`src/rtl/ddr4_dqs_dir_tracker.sv`:
```
// ddr4_dqs_dir_tracker
// Per-lane DQS direction tracker for the DDR4 RDIMM simulation wrapper.
// Each lane decides whether the controller (write) or the memory (read) owns
// DQS, qualifies bursts with a preamble count, holds them through a postamble,
// and raises sticky contention/timeout flags plus lane-0 burst statistics.
module ddr4_dqs_dir_tracker #(
  parameter int unsigned NUM_LANES = 9,
  parameter int unsigned PRE_CYC   = 2,
  parameter int unsigned POST_CYC  = 2,
  parameter int unsigned MAX_BURST = 1024
) (
  input  logic                 clk,
  input  logic                 rst,
  input  logic [NUM_LANES-1:0] mc_dqs_t,
  input  logic [NUM_LANES-1:0] mc_dqs_c,
  input  logic [NUM_LANES-1:0] mem_dqs_t,
  input  logic [NUM_LANES-1:0] mem_dqs_c,
  input  logic                 clr,
  output logic [NUM_LANES-1:0] wr_drive,
  output logic [NUM_LANES-1:0] rd_drive,
  output logic [NUM_LANES-1:0] err_conflict,
  output logic [NUM_LANES-1:0] err_timeout,
  output logic                 lane_mismatch,
  output logic [15:0]          wr_bursts,
  output logic [15:0]          rd_bursts
);

  localparam int unsigned PC_W  = (PRE_CYC   < 2) ? 1 : $clog2(PRE_CYC + 1);
  localparam int unsigned QC_W  = (POST_CYC  < 2) ? 1 : $clog2(POST_CYC + 1);
  localparam int unsigned RES_W = $clog2(MAX_BURST + 1);

  typedef enum logic [2:0] {
    S_IDLE     = 3'd0,
    S_WR_PRE   = 3'd1,
    S_RD_PRE   = 3'd2,
    S_WR       = 3'd3,
    S_RD       = 3'd4,
    S_CONFLICT = 3'd5
  } state_e;

  state_e            state_q [NUM_LANES];
  state_e            state_d [NUM_LANES];
  logic [PC_W-1:0]   pc_q    [NUM_LANES];
  logic [PC_W-1:0]   pc_d    [NUM_LANES];
  logic [QC_W-1:0]   qc_q    [NUM_LANES];
  logic [QC_W-1:0]   qc_d    [NUM_LANES];
  logic [RES_W-1:0]  res_q   [NUM_LANES];
  logic [RES_W-1:0]  res_d   [NUM_LANES];

  logic [NUM_LANES-1:0] mc_drv;
  logic [NUM_LANES-1:0] mem_drv;
  logic [NUM_LANES-1:0] conf_evt;
  logic [NUM_LANES-1:0] tmo_evt;
  logic [NUM_LANES-1:0] wr_drive_d;
  logic [NUM_LANES-1:0] rd_drive_d;
  logic                 mismatch_d;
  logic                 wr_entry;
  logic                 rd_entry;

  // Pair activity: equal legs (including matching X/Z) read as idle.
  always_comb begin
    for (int unsigned l = 0; l < NUM_LANES; l++) begin
      mc_drv[l]  = (mc_dqs_t[l]  !== mc_dqs_c[l]);
      mem_drv[l] = (mem_dqs_t[l] !== mem_dqs_c[l]);
    end
  end

  // Next-state, counters and error events for every lane.
  always_comb begin
    for (int unsigned l = 0; l < NUM_LANES; l++) begin
      state_d[l]  = state_q[l];
      pc_d[l]     = pc_q[l];
      qc_d[l]     = qc_q[l];
      res_d[l]    = res_q[l];
      conf_evt[l] = 1'b0;
      tmo_evt[l]  = 1'b0;

      case (state_q[l])
        S_IDLE: begin
          pc_d[l] = '0;
          qc_d[l] = '0;
          if (mc_drv[l] && mem_drv[l]) begin
            state_d[l]  = S_CONFLICT;
            conf_evt[l] = 1'b1;
          end else if (mc_drv[l]) begin
            state_d[l] = (PRE_CYC <= 1) ? S_WR : S_WR_PRE;
            pc_d[l]    = PC_W'(1);
          end else if (mem_drv[l]) begin
            state_d[l] = (PRE_CYC <= 1) ? S_RD : S_RD_PRE;
            pc_d[l]    = PC_W'(1);
          end
        end

        S_WR_PRE, S_RD_PRE: begin
          if (mc_drv[l] && mem_drv[l]) begin
            state_d[l]  = S_CONFLICT;
            conf_evt[l] = 1'b1;
            qc_d[l]     = '0;
          end else if ((state_q[l] == S_WR_PRE) ? mc_drv[l] : mem_drv[l]) begin
            if (32'(pc_q[l]) + 32'd1 >= PRE_CYC) begin
              state_d[l] = (state_q[l] == S_WR_PRE) ? S_WR : S_RD;
              qc_d[l]    = '0;
            end else begin
              pc_d[l] = pc_q[l] + PC_W'(1);
            end
          end else begin
            state_d[l] = S_IDLE;
          end
        end

        S_WR, S_RD, S_CONFLICT: begin
          // Far side echoes the driven side here, so only postamble matters.
          if (!mc_drv[l] && !mem_drv[l]) begin
            if (32'(qc_q[l]) + 32'd1 >= POST_CYC) begin
              state_d[l] = S_IDLE;
              qc_d[l]    = '0;
            end else begin
              qc_d[l] = qc_q[l] + QC_W'(1);
            end
          end else begin
            qc_d[l] = '0;
          end
        end

        default: begin
          state_d[l] = S_IDLE;
          pc_d[l]    = '0;
          qc_d[l]    = '0;
        end
      endcase

      // Residency counts edges spent staying in WR/RD; any exit clears it.
      if (state_q[l] == S_WR || state_q[l] == S_RD) begin
        if (state_d[l] == state_q[l]) begin
          if (32'(res_q[l]) < MAX_BURST) begin
            res_d[l] = res_q[l] + RES_W'(1);
            if (32'(res_q[l]) + 32'd1 == MAX_BURST) begin
              tmo_evt[l] = 1'b1;
            end
          end
        end else begin
          res_d[l] = '0;
        end
      end else begin
        res_d[l] = '0;
      end
    end
  end

  // Drive enables and lane disagreement decoded from next state.
  always_comb begin
    for (int unsigned l = 0; l < NUM_LANES; l++) begin
      wr_drive_d[l] = (state_d[l] == S_WR);
      rd_drive_d[l] = (state_d[l] == S_RD);
    end
    mismatch_d = (|wr_drive_d) && (|rd_drive_d);
    wr_entry   = (state_d[0] == S_WR) && (state_q[0] != S_WR);
    rd_entry   = (state_d[0] == S_RD) && (state_q[0] != S_RD);
  end

  // Per-lane state and counter registers.
  always_ff @(posedge clk or posedge rst) begin
    if (rst) begin
      for (int unsigned l = 0; l < NUM_LANES; l++) begin
        state_q[l] <= S_IDLE;
        pc_q[l]    <= '0;
        qc_q[l]    <= '0;
        res_q[l]   <= '0;
      end
    end else begin
      for (int unsigned l = 0; l < NUM_LANES; l++) begin
        state_q[l] <= state_d[l];
        pc_q[l]    <= pc_d[l];
        qc_q[l]    <= qc_d[l];
        res_q[l]   <= res_d[l];
      end
    end
  end

  // Registered outputs; a new error event wins over a same-cycle clear.
  always_ff @(posedge clk or posedge rst) begin
    if (rst) begin
      wr_drive      <= '0;
      rd_drive      <= '0;
      lane_mismatch <= 1'b0;
      err_conflict  <= '0;
      err_timeout   <= '0;
    end else begin
      wr_drive      <= wr_drive_d;
      rd_drive      <= rd_drive_d;
      lane_mismatch <= mismatch_d;
      err_conflict  <= (err_conflict & ~{NUM_LANES{clr}}) | conf_evt;
      err_timeout   <= (err_timeout  & ~{NUM_LANES{clr}}) | tmo_evt;
    end
  end

  // Saturating lane-0 burst statistics; clear dominates an increment.
  always_ff @(posedge clk or posedge rst) begin
    if (rst) begin
      wr_bursts <= '0;
      rd_bursts <= '0;
    end else if (clr) begin
      wr_bursts <= '0;
      rd_bursts <= '0;
    end else begin
      if (wr_entry && wr_bursts != 16'hFFFF) begin
        wr_bursts <= wr_bursts + 16'd1;
      end
      if (rd_entry && rd_bursts != 16'hFFFF) begin
        rd_bursts <= rd_bursts + 16'd1;
      end
    end
  end

endmodule
```
`config.mk`:
```
export PLATFORM = sky130hd
export DESIGN_NAME = ddr4_dqs_dir_tracker
export DESIGN_NICKNAME = d
export VERILOG_FILES = /design/src/rtl/ddr4_dqs_dir_tracker.sv
export SDC_FILE = /design/constraint.sdc
export NUM_CORES = 1
export LEC_CHECK = 0
export ABC_CLOCK_PERIOD_IN_PS = 12900
export CORE_MARGIN = 1.5
export CORE_UTILIZATION = 43
export CTS_CLUSTER_DIAMETER = 150
export DETAILED_ROUTE_END_ITERATION = 10
export SYNTH_ARGS = -nofsm -noshare
export SYNTH_HDL_FRONTEND = slang
export SYNTH_SLANG_ARGS = --single-unit
```
`constraint.sdc`:
```
create_clock -name clk -period 12.9 [get_ports clk]
set_input_delay 3.225 -clock clk [delete_from_list [all_inputs] [get_ports clk]]
set_output_delay 3.225 -clock clk [all_outputs]
set_load 0.05 [all_outputs]
```
==> results of run 1 <==
[cells in the final DEF, fill, tap and decap left out, types with 53 or more instances in the layout]
cell type / netlist / layout
dfrtp_1: 231 / 231
nor2_1: 216 / 216
clkdlybuf4s50_1: 0 / 106
nand2_1: 101 / 101
inv_1: 92 / 91
xnor2_1: 78 / 78
a21oi_1: 74 / 74
xor2_1: 69 / 69
nand3_1: 59 / 59
o21ai_0: 53 / 53
[cells by family after synthesis]
| kind of cell | Yosys count |
|---|---|
| adder cells (fa/ha/maj) | 40 |
| AND/OR/NAND/NOR | 584 |
| buffers and inverters | 151 |
| flip-flops | 231 |
| multiplexers | 11 |
| AO/OA/AOI/OAI | 272 |
| XOR/XNOR | 148 |
[registers in the layout (all words and copies together) (netlist names)]
register and cells:
wr_drive 9, err_timeout 9, pc_q 18, lane_mismatch 1, rd_bursts 16, res_q 99
state_q 27, wr_bursts 16, err_conflict 9, rd_drive 9, qc_q 18
[worst register-to-register path, cell delays in order, from the launching register on]
cell and delay [ps]:
dfrtp_1 550, nor2b_1 340, o21ai_0 150, a211o_1 290, a21o_1 330, or3_1 530, or4_1 420, a21oi_1 160
[power by group]
group          switching [mW]  total [mW]  internal, mW
Clock                   0.311       0.902         0.591
Sequential              0.175        1.02         0.849
Combinational           0.606       0.966         0.360
[worst max path at each step]
| stage | start | endpoint | slack [ps] |
|---|---|---|---|
| 6_report | mc_dqs_c[0] | wr_bursts[11]$_DFFE_PP0P_ | 7160 |
| 3_5_place_dp | mc_dqs_c[0] | wr_bursts[10]$_DFFE_PP0P_ | 6690 |
| 2_1_floorplan | rst | err_conflict[0]$_DFF_PP0_ | 3340 |
| 5_1_grt | mc_dqs_t[0] | wr_bursts[7]$_DFFE_PP0P_ | 6930 |
| 4_1_cts | mc_dqs_c[0] | wr_bursts[11]$_DFFE_PP0P_ | 7230 |
| 3_3_place_gp | mc_dqs_c[0] | wr_bursts[5]$_DFFE_PP0P_ | 6710 |
[per-stage QoR]
stage	power, mW	hold WS, ps	util, %
finish	2.89	471	51.8
floorplan	1.74	439	-
global placement	1.99	456	48.1
CTS	2.92	475	51.8
detailed placement	2.00	462	48.1
global route	3.10	491	51.8
[layout make-up]
type | instances | area, sq um
Multi-Input combinational cell | 1055 | 6510
Inverter | 92 | 353
Tap cell | 390 | 488
Clock buffer | 36 | 792
Sequential cell | 231 | 5780
Timing Repair Buffer | 111 | 1100
Clock inverter | 16 | 283
Fill cell | 2712 | 14300
[layer usage]
layer  part of all wire (%)  GRT usage, %  vias up
met5                      0             0        -
met4                    2.1          4.70        0
met3                    4.2          2.95       38
met2                     45          28.1      187
met1                     49          26.4     4948
li1                       -             -     5149
==> flow_metrics.env, run 1 <==
export IMPL_synth_top_cell_area_share_pct=44.9
export IMPL_clock_network_latency_to_the_later_pin_of_the_worst_skew_pair_ps=530
export IMPL_criticalPathCategory="input port to register"
export IMPL_drt_pre_antenna_iters=5
export IMPL_cts_sinks=231
export IMPL_fmax_achieved_mhz=174
export IMPL_clk_transition_reported_paths_ps=60
export IMPL_drt_initial_drc_count=671
export IMPL_areaGrowthSynthToFinish_pct=18.9
export IMPL_fin_cells=1931
export IMPL_yosysWarningCount=0
export IMPL_final_gp_congestion=0.851
export IMPL_routed_wire_length_per_instance_um=14.5
export IMPL_cts_repair_resize_count=0
export IMPL_portBuffers=107
export IMPL_tritoncts="built"
export IMPL_netlist_top_cells_area="dfrtp_1 45%, nor2_1 6.3%, xnor2_1 5.3%"
export IMPL_register_bit_count_reported_by_yosys=231
export IMPL_final_setup_viol_count=0
export IMPL_worstPathBufferInverterCount=1
export IMPL_placement_stage_cell_area_sq_mm=0.0142
export IMPL_antenna_diode_count=0
export IMPL_row_count=63
export IMPL_layout_worst_path_cycle_share_pct=44.5
export IMPL_min_delay_path_class="register to register"
export IMPL_worst_setup_path_end_kind="register"
export IMPL_synth_xor_xnor_area_share_pct=10.1
export IMPL_post_synth_instance_area_sq_mm=0.0129
export IMPL_number_of_setup_buffers_added_after_cts=0
export IMPL_path_max_fanout=17
export IMPL_drcViolationCount=0
export IMPL_horizontal_die_dimension_um=176
export IMPL_design_area_sq_mm=0.0153
export IMPL_min_from="pc_q[9]$_DFFE_PP0P_"
export IMPL_synth_area_per_cell_sq_um=8.96
export IMPL_layout_nets=1598
export IMPL_leakage_nw=6.55
export IMPL_global_route_wire_length_before_repair_um=47300
export IMPL_run_status="completed"
export IMPL_grt_setup_unrepaired="false"
export IMPL_finalWirelength_um=27900
export IMPL_yosys_area_top_type="dfrtp_1"
export IMPL_synth_top_family_by_area="simple AND/OR/NAND/NOR gates"
export IMPL_yosys_cell_count_top_type="dfrtp_1"
export IMPL_final_max_slew_violation_count=0
export IMPL_worst_r2r_setup_slack_ps=10050
export IMPL_crit_path_top_delay_cell="nand3_1"
export IMPL_start_util_pct=43.6
export IMPL_globalRouteTotalUtil_pct=18.2
export IMPL_cts_path_max_buffers=3
export IMPL_synth_seq_area_share_pct=44.9
export IMPL_worst_r2r_endpoint="rd_bursts[13]$_DFFE_PP0P_"
export IMPL_yosys_area_share_simple_pct=21.8
export IMPL_clock_skew_ps=7.47
export IMPL_fp_coreArea_sq_mm=0.0296
export IMPL_hold_path_cell_count=2
export IMPL_timing_critical_path_depth=8
export IMPL_avgViaCountPerCell=5.35
export IMPL_drt_antenna_violating_nets=0
export IMPL_cts_root_buf="clkbuf_16"
export IMPL_cpLargestDelayFamily="simple AND/OR/NAND/NOR gates"
export IMPL_hold_viol=0
export IMPL_final_setup_tns_ps=0
export IMPL_min_delay_worst_endpoint="pc_q[9]$_DFFE_PP0P_"
export IMPL_dp_hpwl_um=19000
export IMPL_power_per_cell_area_mw_per_mm2=189
export IMPL_vdd_drop_max_uv=115
export IMPL_ff2ff_path_depth=7
export IMPL_dpl_worst_slack_ps=6690
export IMPL_place_inst=1879
export IMPL_die_y_um=176
export IMPL_post_cts_hold_buffer_count=0
export IMPL_route_vias_total=10300
export IMPL_die_area_sq_mm=0.0310
export IMPL_drive_gt1_share_pct=4.48
export IMPL_first_global_vias=9583
export IMPL_critPathArrivalTime_ps=6120
export IMPL_worst_pin_slew_ps=1170
export IMPL_synthArstFlopShare_pct=100
export IMPL_period_minus_slack_ps=5740
export IMPL_syn_nets=1516
export IMPL_critical_path_cell_chain="clkdlybuf4s50_1, xor2_2, o2bb2ai_1, a211oi_1, nand3_1, nor4_1, xnor2_1, nor2_1"
export IMPL_io_pins=108
export IMPL_critical_path_reg2reg_startpoint="state_q[25]$_DFF_PP0_"
export IMPL_syn_instance_count=1437
export IMPL_timing_critical_path_required_ps=13280
export IMPL_max_stage_delay_ps=580
export IMPL_synth_area_in_compound_gates_pct=13.9
export IMPL_worstSetupStartpointType="input port"
export IMPL_antenna_found_initial=0
export IMPL_numCtsBuffers=28
export IMPL_drv_cap=0
export IMPL_postSynth_topFlopCell="dfrtp_1"
export IMPL_relSlewSlack_pct=22.0
export IMPL_synth_edff_count=0
export IMPL_htree_num_levels=1
export IMPL_globalRoute_totalOverflow=0
export IMPL_final_critical_path_setup_slack_ps=7160
export IMPL_grt_max_degree=100
export IMPL_synth_top_cells_by_count="231 x dfrtp_1, 216 x nor2_1, 101 x nand2_1"
export IMPL_synth_adder_area_share_pct=3.89
export IMPL_multiplexer_share_of_the_synthesized_area_pct=0.865
export IMPL_ys_types=69
Note: power is estimated with default switching activity, not from simulation.
==> inputs of run 2 (changes only) <==
ABC_CLOCK_PERIOD_IN_PS = 5700   (was 12900)
clock period = 5.7 ns   (was 12.9 ns; I/O delays follow)
==> flow_metrics.env, run 2 (synthesized netlist as in run 1, its figures left out) <==
export IMPL_run_status="completed"
export IMPL_first_global_vias=9538
export IMPL_numCtsBuffers=27
export IMPL_grt_setup_unrepaired="false"
export IMPL_hold_viol=0
export IMPL_cts_sinks=231
export IMPL_routed_wire_length_per_instance_um=14.4
export IMPL_globalRouteTotalUtil_pct=18.0
export IMPL_route_vias_total=10300
export IMPL_die_y_um=176
export IMPL_largest_registers="res_q x99, state_q x27"
export IMPL_fmax_achieved_mhz=253
export IMPL_io_pins=108
export IMPL_number_of_setup_buffers_added_after_cts=0
export IMPL_totalPowerFinal_mw=6.24
export IMPL_row_count=63
export IMPL_drt_initial_drc_count=555
export IMPL_antenna_found_initial=0
export IMPL_drt_antenna_violating_nets=0
export IMPL_cts_root_buf="clkbuf_16"
export IMPL_start_util_pct=43.6
export IMPL_worst_pin_slew_ps=1190
export IMPL_design_area_sq_mm=0.0152
export IMPL_placement_stage_cell_area_sq_mm=0.0143
export IMPL_antenna_diode_count=0
export IMPL_globalRoute_totalOverflow=0
export IMPL_final_gp_congestion=0.835
export IMPL_max_stage_delay_ps=580
export IMPL_largest_register_ff_count=99
export IMPL_htree_num_levels=1
export IMPL_power_per_cell_area_mw_per_mm2=411
export IMPL_drive_gt1_share_pct=4.22
export IMPL_most_common_layout_cells="231 x dfrtp_1, 216 x nor2_1, 106 x clkdlybuf4s50_1"
export IMPL_clock_network_latency_to_the_later_pin_of_the_worst_skew_pair_ps=520
export IMPL_critical_path_cell_chain="clkdlybuf4s50_1, xor2_2, o2bb2ai_1, a211oi_1, nand3_1, nor4_1, xnor2_1, nor2_1"
export IMPL_layout_worst_path_cycle_share_pct=69.4
export IMPL_worstSetupStartpointType="input port"
export IMPL_grt_max_degree=91
export IMPL_areaGrowthSynthToFinish_pct=17.8
export IMPL_vdd_drop_max_uv=382
export IMPL_drcViolationCount=0
export IMPL_relSlewSlack_pct=20.2
export IMPL_leakage_nw=6.48
export IMPL_cts_repair_resize_count=0
export IMPL_final_common_cell="dfrtp_1"
export IMPL_die_area_sq_mm=0.0310
export IMPL_worst_setup_path_end_kind="register"
export IMPL_portBuffers=107
export IMPL_clk_transition_reported_paths_ps=50
export IMPL_critPathArrivalTime_ps=4350
export IMPL_fp_coreArea_sq_mm=0.0296
export IMPL_crit_path_top_delay_cell="nand3_1"
export IMPL_avgViaCountPerCell=5.35
export IMPL_path_max_fanout=17
export IMPL_drt_pre_antenna_iters=7
export IMPL_dp_hpwl_um=19100
export IMPL_horizontal_die_dimension_um=176
export IMPL_finalWirelength_um=27800
export IMPL_layout_nets=1600
export IMPL_final_setup_viol_count=0
export IMPL_period_minus_slack_ps=3960
export IMPL_worst_r2r_setup_slack_ps=2820
export IMPL_cts_path_max_buffers=3
export IMPL_global_route_wire_length_before_repair_um=47100
export IMPL_final_setup_tns_ps=0
export IMPL_drv_cap=0
export IMPL_timing_critical_path_required_ps=6090
export IMPL_criticalPathCategory="input port to register"
export IMPL_tritoncts="built"
export IMPL_post_cts_hold_buffer_count=0
export IMPL_postLayoutCoreUtil_pct=51.3
export IMPL_min_delay_path_class="register to register"
export IMPL_final_max_slew_violation_count=0
export IMPL_largest_register="res_q"
export IMPL_clock_skew_ps=13.5
[run 2: power by group]
part           leakage, nW  switching (mW)  internal (mW)
registers             3.12           0.392           1.92
logic                 2.92            1.37          0.826
clock network        0.445           0.667           1.06
total                 6.48            2.43           3.81
[run 2: final cells by class]
type                    instances  area [sq um]
clock buffers                  41           808
clock inverters                 7          85.1
fillers                      2765         14400
inverters                      92           349
multi-input cells            1055          6510
flip-flops and latches        231          5780
well taps                     390           488
repair buffers                114          1140
[run 2: path summary, 6_finish.rpt]
check	start	end	depth (start not counted)
max	mc_dqs_c[0]	wr_bursts[5]$_DFFE_PP0P_	8
min	pc_q[15]$_DFFE_PP0P_	pc_q[15]$_DFFE_PP0P_	2
max reg2reg	state_q[25]$_DFF_PP0_	rd_bursts[11]$_DFFE_PP0P_	7
min reg2reg	pc_q[15]$_DFFE_PP0P_	pc_q[15]$_DFFE_PP0P_	2
max in group asynchronous	rst	res_q[75]$_DFFE_PP0P_	3
min in group asynchronous	rst	res_q[19]$_DFFE_PP0P_	2
[run 2: stage by stage]
step / worst slack, ps / cells / hold slack (ps)
finish: 1740 / 1930 / 473
global route: 1460 / 1930 / 501
CTS: 1780 / 1930 / 477
detailed placement: 1230 / 1882 / 461
global placement: 1360 / 1882 / 453
floorplan: 1250 / 1437 / 439
[run 2: worst max-delay path: cells and delay by family]
family                 cells  cell delay [ps]
AO/OA/AOI/OAI              2              560
XOR/XNOR                   2              640
buffers and inverters      1              540
AND/OR/NAND/NOR            3             1160
[run 2: routing by layer]
layer | share of wire [%] | GRT usage (%) | vias to the layer above
met5 | 0 | 0 | -
met4 | 2.0 | 3.95 | 0
met3 | 3.7 | 2.43 | 37
met2 | 46 | 28.7 | 183
met1 | 48 | 26.1 | 4930
li1 | - | - | 5166
==> inputs of run 3 (changes only) <==
ABC_CLOCK_PERIOD_IN_PS = 3800   (was 5700)
clock period = 3.8 ns   (was 5.7 ns; I/O delays follow)
==> flow_metrics.env, run 3 (synthesized netlist as in run 1, its figures left out) <==
export IMPL_worst_setup_path_end_kind="register"
export IMPL_global_route_wire_length_before_repair_um=46600
export IMPL_routed_wire_length_per_instance_um=14.2
export IMPL_drcViolationCount=0
export IMPL_first_global_vias=9522
export IMPL_worst_r2r_setup_slack_ps=1130
export IMPL_portBuffers=107
export IMPL_relSlewSlack_pct=24.2
export IMPL_globalRoute_totalOverflow=0
export IMPL_grt_max_degree=46
export IMPL_timing_critical_path_from="mc_dqs_t[0]"
export IMPL_io_pins=108
export IMPL_critical_path_reg2reg_startpoint="state_q[25]$_DFF_PP0_"
export IMPL_cts_repair_resize_count=0
export IMPL_largest_register_ff_count=99
export IMPL_dp_hpwl_um=19600
export IMPL_post_cts_hold_buffer_count=0
export IMPL_hold_worst_slack_ps=470
export IMPL_number_of_fillers_in_the_final_layout=2766
export IMPL_run_status="completed"
export IMPL_critPathArrivalTime_ps=3470
export IMPL_antenna_found_initial=0
export IMPL_die_y_um=176
export IMPL_min_from="qc_q[13]$_DFFE_PP0P_"
export IMPL_htree_num_levels=1
export IMPL_finalWirelength_um=27800
export IMPL_number_of_setup_buffers_added_after_cts=0
export IMPL_min_delay_path_class="register to register"
export IMPL_drt_antenna_violating_nets=0
export IMPL_final_gp_congestion=0.844
export IMPL_drive_gt1_share_pct=5.88
export IMPL_hold_path_cell_count=2
export IMPL_tritoncts="built"
export IMPL_final_max_slew_violation_count=0
export IMPL_most_common_layout_cells="231 x dfrtp_1, 216 x nor2_1, 106 x clkdlybuf4s50_1"
export IMPL_met3_wl_post_dr_um=1070
export IMPL_ff2ff_path_depth=7
export IMPL_totalPowerFinal_mw=9.50
export IMPL_row_count=63
export IMPL_clock_skew_ps=21.1
export IMPL_globalRouteTotalUtil_pct=17.9
export IMPL_horizontal_die_dimension_um=176
export IMPL_hold_viol=0
export IMPL_period_minus_slack_ps=3030
export IMPL_clock_network_latency_to_the_later_pin_of_the_worst_skew_pair_ps=530
export IMPL_cts_sinks=231
export IMPL_met2_length_um=12600
export IMPL_timing_critical_path_required_ps=4240
export IMPL_fmax_achieved_mhz=330
export IMPL_cts_path_max_buffers=3
export IMPL_final_setup_viol_count=0
export IMPL_areaGrowthSynthToFinish_pct=19.6
export IMPL_largest_registers="res_q x99, state_q x27"
export IMPL_grt_setup_unrepaired="false"
export IMPL_vdd_drop_max_uv=342
export IMPL_route_vias_total=10400
export IMPL_final_common_cell="dfrtp_1"
export IMPL_worstSetupStartpointType="input port"
export IMPL_leakage_nw=6.62
export IMPL_path_max_fanout=6
export IMPL_largest_register="res_q"
export IMPL_power_per_cell_area_mw_per_mm2=617
export IMPL_drv_cap=0
export IMPL_avgViaCountPerCell=5.32
export IMPL_worst_pin_slew_ps=1130
export IMPL_die_area_sq_mm=0.0310
export IMPL_cts_root_buf="clkbuf_16"
export IMPL_layout_nets=1624
export IMPL_numCtsBuffers=27
export IMPL_clk_transition_reported_paths_ps=60
export IMPL_drt_pre_antenna_iters=5
export IMPL_fp_coreArea_sq_mm=0.0296
export IMPL_layout_worst_path_cycle_share_pct=79.7
export IMPL_start_util_pct=43.6
export IMPL_criticalPathCategory="input port to register"
export IMPL_antenna_diode_count=0
export IMPL_drt_initial_drc_count=554
export IMPL_highest_layer="met4"
export IMPL_route_layer_met1_wl_um=13800
## run 3: cell count changes in the layout (fill, tap and decap cells not counted)
cell	previous run	this run
bufinv_16	2	3
buf_12	2	4
clkinv_2	5	6
buf_4	5	27
clkinvlp_4	1	3
clkbuf_8	8	7
clkbuf_1	6	3
## run 3: final timing paths
path                                             end
max in group asynchronous        pc_q[7]$_DFFE_PP0P_
max reg2reg                rd_bursts[11]$_DFFE_PP0P_
min in group asynchronous      res_q[50]$_DFFE_PP0P_
max                        rd_bursts[11]$_DFFE_PP0P_
min reg2reg                     qc_q[13]$_DFFE_PP0P_
min                             qc_q[13]$_DFFE_PP0P_
## run 3: final cells by class
class                   count  area, sq um  share of cell area, %
clock buffers              37          783                   5.09
multi-input cells        1055         6510                   42.3
flip-flops and latches    231         5780                   37.5
inverters                  92          349                   2.27
clock inverters            11          135                  0.878
repair buffers            138         1350                   8.76
well taps                 390          488                   3.17
## run 3: routing by layer
layer  up-vias  track usage (%)
met4         0             3.81
met3        32             2.48
met5         -                0
met2       183             28.7
li1       5212                -
met1      4976             25.7
## run 3: power breakdown
group / switching (mW) / internal (mW) / leakage (nW)
Sequential: 0.591 / 2.88 / 3.12
Clock: 1.02 / 1.63 / 0.453
Combinational: 2.07 / 1.31 / 3.05
## run 3: critical path: stages
cell	delay (ps)
clkdlybuf4s50_1	540
xor2_2	290
o21ai_0	120
a211o_1	290
a21o_1	230
or3_1	460
or4_1	430
a21oi_1	150
## run 3: per-stage QoR
| stage | area, sq um | TNS [ps] | util (%) | cells | setup slack (ps) |
|---|---|---|---|---|---|
| 6_report | 15400 | 0 | 52.1 | 1954 | 770 |
| 3_3_place_gp | 14500 | 0 | 49.0 | 1906 | 298 |
| 4_1_cts | 15400 | 0 | 52.1 | 1954 | 808 |
| 3_5_place_dp | 14500 | 0 | 49.0 | 1906 | 254 |
| 5_1_grt | 15400 | 0 | 52.1 | 1954 | 618 |
| 2_1_floorplan | 12900 | -39720 | - | 1437 | -172 |
